==> src/rtl/instruction_fetch_unit.sv <==
// rtl/instruction_fetch_unit.sv - MIPS fetch stage: PC, in-order imem requests, {instr, pc4} queue, jump redirect
module instruction_fetch_unit #(
    parameter logic [31:0] RESET_PC = 32'h0000_0000,
    parameter int          DEPTH    = 4
) (
    input  logic        clk,
    input  logic        reset,
    output logic        imemReqValidOutput,
    input  logic        imemReqReadyInput,
    output logic [31:0] imemAddrOutput,
    input  logic        imemRespValidInput,
    input  logic [31:0] imemRespDataInput,
    output logic [31:0] instructionOutput,
    output logic [31:0] pc4Output,
    output logic        instructionValidOutput,
    input  logic        stallInput,
    input  logic        jumpInput,
    input  logic [31:0] pcJumpInput
);

    localparam int PW = (DEPTH > 1) ? $clog2(DEPTH) : 1;
    localparam int CW = $clog2(DEPTH + 1);
    localparam logic [CW-1:0] DEPTH_C = CW'(DEPTH);

    logic [31:0]   r_fetch_pc;
    logic [31:0]   r_resp_pc;
    logic [31:0]   r_q_instr [DEPTH];
    logic [31:0]   r_q_pc4   [DEPTH];
    logic [PW-1:0] r_head;
    logic [PW-1:0] r_tail;
    logic [CW-1:0] r_count;
    logic [CW-1:0] r_inflight;
    logic [CW-1:0] r_discard;

    logic          w_req_valid;
    logic          w_accept;
    logic          w_resp;
    logic          w_drop;
    logic          w_push;
    logic          w_pop;
    logic [CW-1:0] w_live;
    logic [CW-1:0] w_inflight_next;

    // Live in-flight words are already promised queue slots, so they count against capacity.
    assign w_live          = r_inflight - r_discard;
    assign w_req_valid     = reset && !jumpInput && (r_inflight < DEPTH_C)
                             && (({1'b0, r_count} + {1'b0, w_live}) < {1'b0, DEPTH_C});
    assign w_accept        = w_req_valid && imemReqReadyInput;
    assign w_resp          = imemRespValidInput && (r_inflight != '0);
    assign w_drop          = w_resp && (r_discard != '0);
    assign w_push          = w_resp && !w_drop && !jumpInput;
    assign w_pop           = (r_count != '0) && !stallInput && !jumpInput;
    assign w_inflight_next = r_inflight + CW'(w_accept) - CW'(w_resp);

    assign imemReqValidOutput     = w_req_valid;
    assign imemAddrOutput         = r_fetch_pc;
    assign instructionOutput      = r_q_instr[r_head];
    assign pc4Output              = r_q_pc4[r_head];
    assign instructionValidOutput = (r_count != '0);

    always_ff @(posedge clk) begin
        if (!reset) begin
            r_fetch_pc <= RESET_PC;
            r_resp_pc  <= RESET_PC;
            r_head     <= '0;
            r_tail     <= '0;
            r_count    <= '0;
            r_inflight <= '0;
            r_discard  <= '0;
            for (int i = 0; i < DEPTH; i++) begin
                r_q_instr[i] <= '0;
                r_q_pc4[i]   <= '0;
            end
        end else begin
            r_inflight <= w_inflight_next;
            if (jumpInput) begin
                // Everything still outstanding after this edge belongs to the old stream.
                r_fetch_pc <= pcJumpInput;
                r_resp_pc  <= pcJumpInput;
                r_head     <= '0;
                r_tail     <= '0;
                r_count    <= '0;
                r_discard  <= w_inflight_next;
            end else begin
                if (w_accept) begin
                    r_fetch_pc <= r_fetch_pc + 32'd4;
                end
                if (w_drop) begin
                    r_discard <= r_discard - CW'(1);
                end
                if (w_push) begin
                    r_q_instr[r_tail] <= imemRespDataInput;
                    r_q_pc4[r_tail]   <= r_resp_pc + 32'd4;
                    r_tail            <= r_tail + PW'(1);
                    r_resp_pc         <= r_resp_pc + 32'd4;
                end
                if (w_pop) begin
                    r_head <= r_head + PW'(1);
                end
                r_count <= r_count + CW'(w_push) - CW'(w_pop);
            end
        end
    end

endmodule
==> config.mk <==
export PLATFORM = sky130hd
export DESIGN_NAME = instruction_fetch_unit
export DESIGN_NICKNAME = d
export VERILOG_FILES = /design/src/rtl/instruction_fetch_unit.sv
export SDC_FILE = /design/constraint.sdc
export NUM_CORES = 1
export LEC_CHECK = 0
export CORE_ASPECT_RATIO = 0.5
export CORE_MARGIN = 2
export CORE_UTILIZATION = 40
export DETAILED_ROUTE_END_ITERATION = 16
export PLACE_DENSITY = 0.62
export SLEW_MARGIN = 15
export SYNTH_ARGS = -nofsm -noshare
export SYNTH_HDL_FRONTEND = slang
export SYNTH_SLANG_ARGS = --single-unit
==> constraint.sdc <==
create_clock -name clk -period 13.09 [get_ports clk]
set_input_delay 2.618 -clock clk [delete_from_list [all_inputs] [get_ports clk]]
set_output_delay 2.618 -clock clk [all_outputs]
set_load 0.005 [all_outputs]
==> results.py <==
metrics = {
    "floorplan": {
        "initial_core_util": 0.4065,
        "die_area_mm2": 0.03969,
        "dieWidth_um": 279.7,
        "row_count": 50,
        "coreArea_mm2": 0.03741,
        "io_pins": 168,
        "die_y_um": 141.9,
    },
    "clock_network": {
        "hold_buffers": 0,
        "clockRootBuffer": "clkbuf_16",
        "cts.path.max_buffers": 3,
        "cts_buffers": 34,
        "clk_latency_ns": 0.52,
        "clock_sinks": 335,
        "cts_resized": 0,
        "clk_pin_slew_ns": 0.06,
        "cts_setup_buffers": 0,
        "cts_tree": "yes",
        "htreeDepth": 2,
    },
    "sta": {
        "finClkSkew_ns": 0.01198,
        "worstMarginPinSlew_ns": 1.160,
        "finalSetupViolations": 0,
        "tns_ns": 0,
        "hold_violations": 0,
        "max_slew_margin": 0.2257,
        "rsz0062_at_grt": "no",
        "slew_violations": 0,
        "fmax_mhz": 133.9,
        "fin_crit_sh": 0.5704,
        "min_period_ns": 7.467,
    },
    "synthesis": {
        "syn_nets": 1338,
        "synthArstFlopShare": 0,
        "synth_xor_area_frac": 0.04032,
        "synth_edf_count": 256,
        "synth_seq_cells": 335,
        "synth_compound_area_frac": 0.04887,
        "synthCells": 1254,
        "seq_area_frac_synth": 0.6095,
        "synth-main-ff-cell": "edfxtp_1",
        "syn-cell-area_mm2": 0.01521,
        "ys_types": 55,
        "avgSynthCellArea_um2": 12.13,
        "synth-simple-area-share": 0.1539,
        "ys.warnings.count": 0,
        "synthMuxAreaShare": 0.1005,
        "synth_top_family_by_area": "simple AND/OR/NAND/NOR gates",
        "synthAdderAreaFrac": 0.01300,
    },
    "cells_and_area": {
        "areaGrowthSynthToFinish_pct": 21.46,
        "final_common_cell": "edfxtp_1",
        "fin_nets": 1478,
        "diodes": 0,
        "design_area_mm2": 0.01847,
        "fin_cells": 1911,
        "drive_above_1_share": 0.1108,
        "n_fill_cell": 3296,
        "layout_common_cells": "edfxtp_1, nor2_1, clkdlybuf4s50_1, nand2_1, dfxtp_1",
    },
    "drt": {
        "drtIter0Drc": 728,
        "wl_met2_um": 18810,
        "drc": 0,
        "drtAntennaViolNets": 0,
        "drt_first_pass_iters": 5,
        "wl_met1_um": 15890,
        "via_per_inst": 5.354,
        "wl_um": 37360,
        "met3_length_um": 1947,
        "dr_total_vias": 10230,
        "dr.max_layer_used": "met4",
        "wl_per_cell_um": 19.55,
    },
    "critical_path": {
        "worstSetupPathType": "in -> out",
        "path_delay_family": "buffers and inverters",
        "start_kind": "input port",
        "endpoint_kind": "output pin",
        "critical-path-max-stage-delay_ns": 0.56,
        "worstPathRequired_ns": 10.47,
        "crit_buf_inv": 3,
        "worst_path_max_delay_cell": "clkdlybuf4s50_1",
        "worstPathArrival_ns": 4.85,
        "crit_chain": "clkdlybuf4s50_1, buf_4, nand2b_1, nor3_1, clkdlybuf4s50_1",
        "path_max_fanout": 45,
        "cpMostUsedCell": "clkdlybuf4s50_1",
    },
    "global_route": {
        "grt.total_usage": 0.1889,
        "grt_max_degree": 78,
        "grt_pass1_wl_um": 58010,
        "antenna_found_initial": 0,
        "first_global_vias": 10540,
        "overflow": 0,
    },
    "place": {
        "dpl_cell_area_mm2": 0.01736,
        "gp_congestion": 0.8719,
        "dpl.cell_count": 1852,
        "port_buffers": 167,
        "hpwlAfterDp_um": 23260,
    },
    "power": {
        "p_per_area_mw_per_mm2": 140.6,
        "ir_worst_vdd_mv": 0.06343,
        "cellLeakagePower_uw": 0.006485,
    },
    "outcome": {
        "status": "finished, final reports clean",
    },
    "job": {
        "maxCapViolCount": 0,
    },
    "hold_path": {
        "hp-class": "reg -> reg",
    },
}
worst register-to-register path: stages, from the launching register on:
cell and delay, ns:
dfxtp_1 0.35, inv_1 0.07, ha_1 0.13, inv_1 0.04, fa_1 0.37, xor2_1 0.16, xnor2_1 0.14, ha_1 0.28
or4_4 0.50, nor4b_4 0.23, buf_4 0.27, inv_2 0.22, ha_1 0.34, inv_1 0.04, ha_1 0.19, fa_1 0.39
xnor2_1 0.23, o21ai_0 0.09, o21ba_2 0.25
layout make-up:
| class | instances | area [um^2] | share of cell area |
|---|---|---|---|
| Timing Repair Buffer | 185 | 1807 | 0.09782 |
| Clock buffer | 44 | 919.6 | 0.04979 |
| Multi-Input combinational cell | 782 | 5455 | 0.2954 |
| Sequential cell | 335 | 9274 | 0.5021 |
| Tap cell | 494 | 618.1 | 0.03346 |
| Clock inverter | 15 | 186.4 | 0.01009 |
| Inverter | 56 | 210.2 | 0.01138 |
through the flow:
stage | total power, uW | setup slack, ns | hold WS (ns) | utilization
after global routing | 2698 | 5.490 | 0.4956 | 0.4937
after detailed placement | 1644 | 5.632 | 0.4535 | 0.4641
final | 2597 | 5.623 | 0.4595 | 0.4937
after floorplan | 1480 | 4.461 | 0.4363 | -
after global placement | 1634 | 5.685 | 0.4425 | 0.4641
after CTS | 2618 | 5.625 | 0.4620 | 0.4937
cell families (layout without fill, tap and decap cells):
logic type | Yosys count | after routing
adders and majority gates | 14 | 14
AOI/OAI and AO/OA | 126 | 126
and+or+nand+nor | 500 | 500
DFF | 335 | 335
muxes | 72 | 72
buffers and inverters | 137 | 300
xor gates and xnor gates | 70 | 70
synth_stat cells, types with 2 or more instances:
library cell	instances	area, um^2
o211ai_1	10	75.07
dfxtp_1	79	1582
or3_1	8	50.05
o21ai_0	34	170.2
nand2b_1	8	50.05
fa_1	3	60.06
clkbuf_1	69	259.0
a32o_1	2	20.02
and2_1	44	275.3
nand4_1	28	175.2
a21oi_1	50	250.2
or2_2	5	31.28
nor4_2	2	25.02
mux4_2	64	1441
buf_1	12	45.04
ha_1	11	137.6
edfxtp_1	256	7687
a211oi_1	2	15.01
or4_1	4	30.03
and3_1	11	68.82
a31oi_1	12	75.07
nor2_1	212	795.8
a32oi_1	2	17.52
mux2_2	2	22.52
nor3_1	16	80.08
o311ai_0	3	26.28
and4_1	7	61.31
inv_1	55	206.5
mux2i_1	5	50.05
nor4_1	8	50.05
nand2_1	106	397.9
xor2_1	49	429.2
nand3_1	33	165.2
xnor2_1	21	183.9
per-layer routing:
metal | track usage | vias up
met5 | 0 | -
met4 | 0.05179 | 0
met3 | 0.02799 | 59
met2 | 0.3316 | 283
met1 | 0.2459 | 5093
li1 | - | 4796
path summary, 6_finish.rpt:
check	start	end	slack, ns	depth (start not counted)
min reg2reg	imemAddrOutput[0]	imemAddrOutput[0]	0.46	2
max reg2reg	r_inflight[0]	r_discard[2]	8.74	18
min	imemAddrOutput[0]	imemAddrOutput[0]	0.46	2
max	reset	imemReqValidOutput	5.62	5
registers in the layout, indices dropped and copies added (netlist names), named ones only:
signal and count:
r_resp_pc 32, r_count 3, r_head 2, r_discard 3
imemAddrOutput 32, r_inflight 3, r_q_pc4 128, r_q_instr 128
r_tail 2
report_power, final:
group	internal (uW)	leakage, uW	total, uW	switching, uW
Clock	577	0.000544	976	399
Combinational	164	0.00264	363	198
Sequential	1220	0.00330	1260	42.6
Total	1960	0.00648	2600	640
Power figures use the tool's default switching activity.
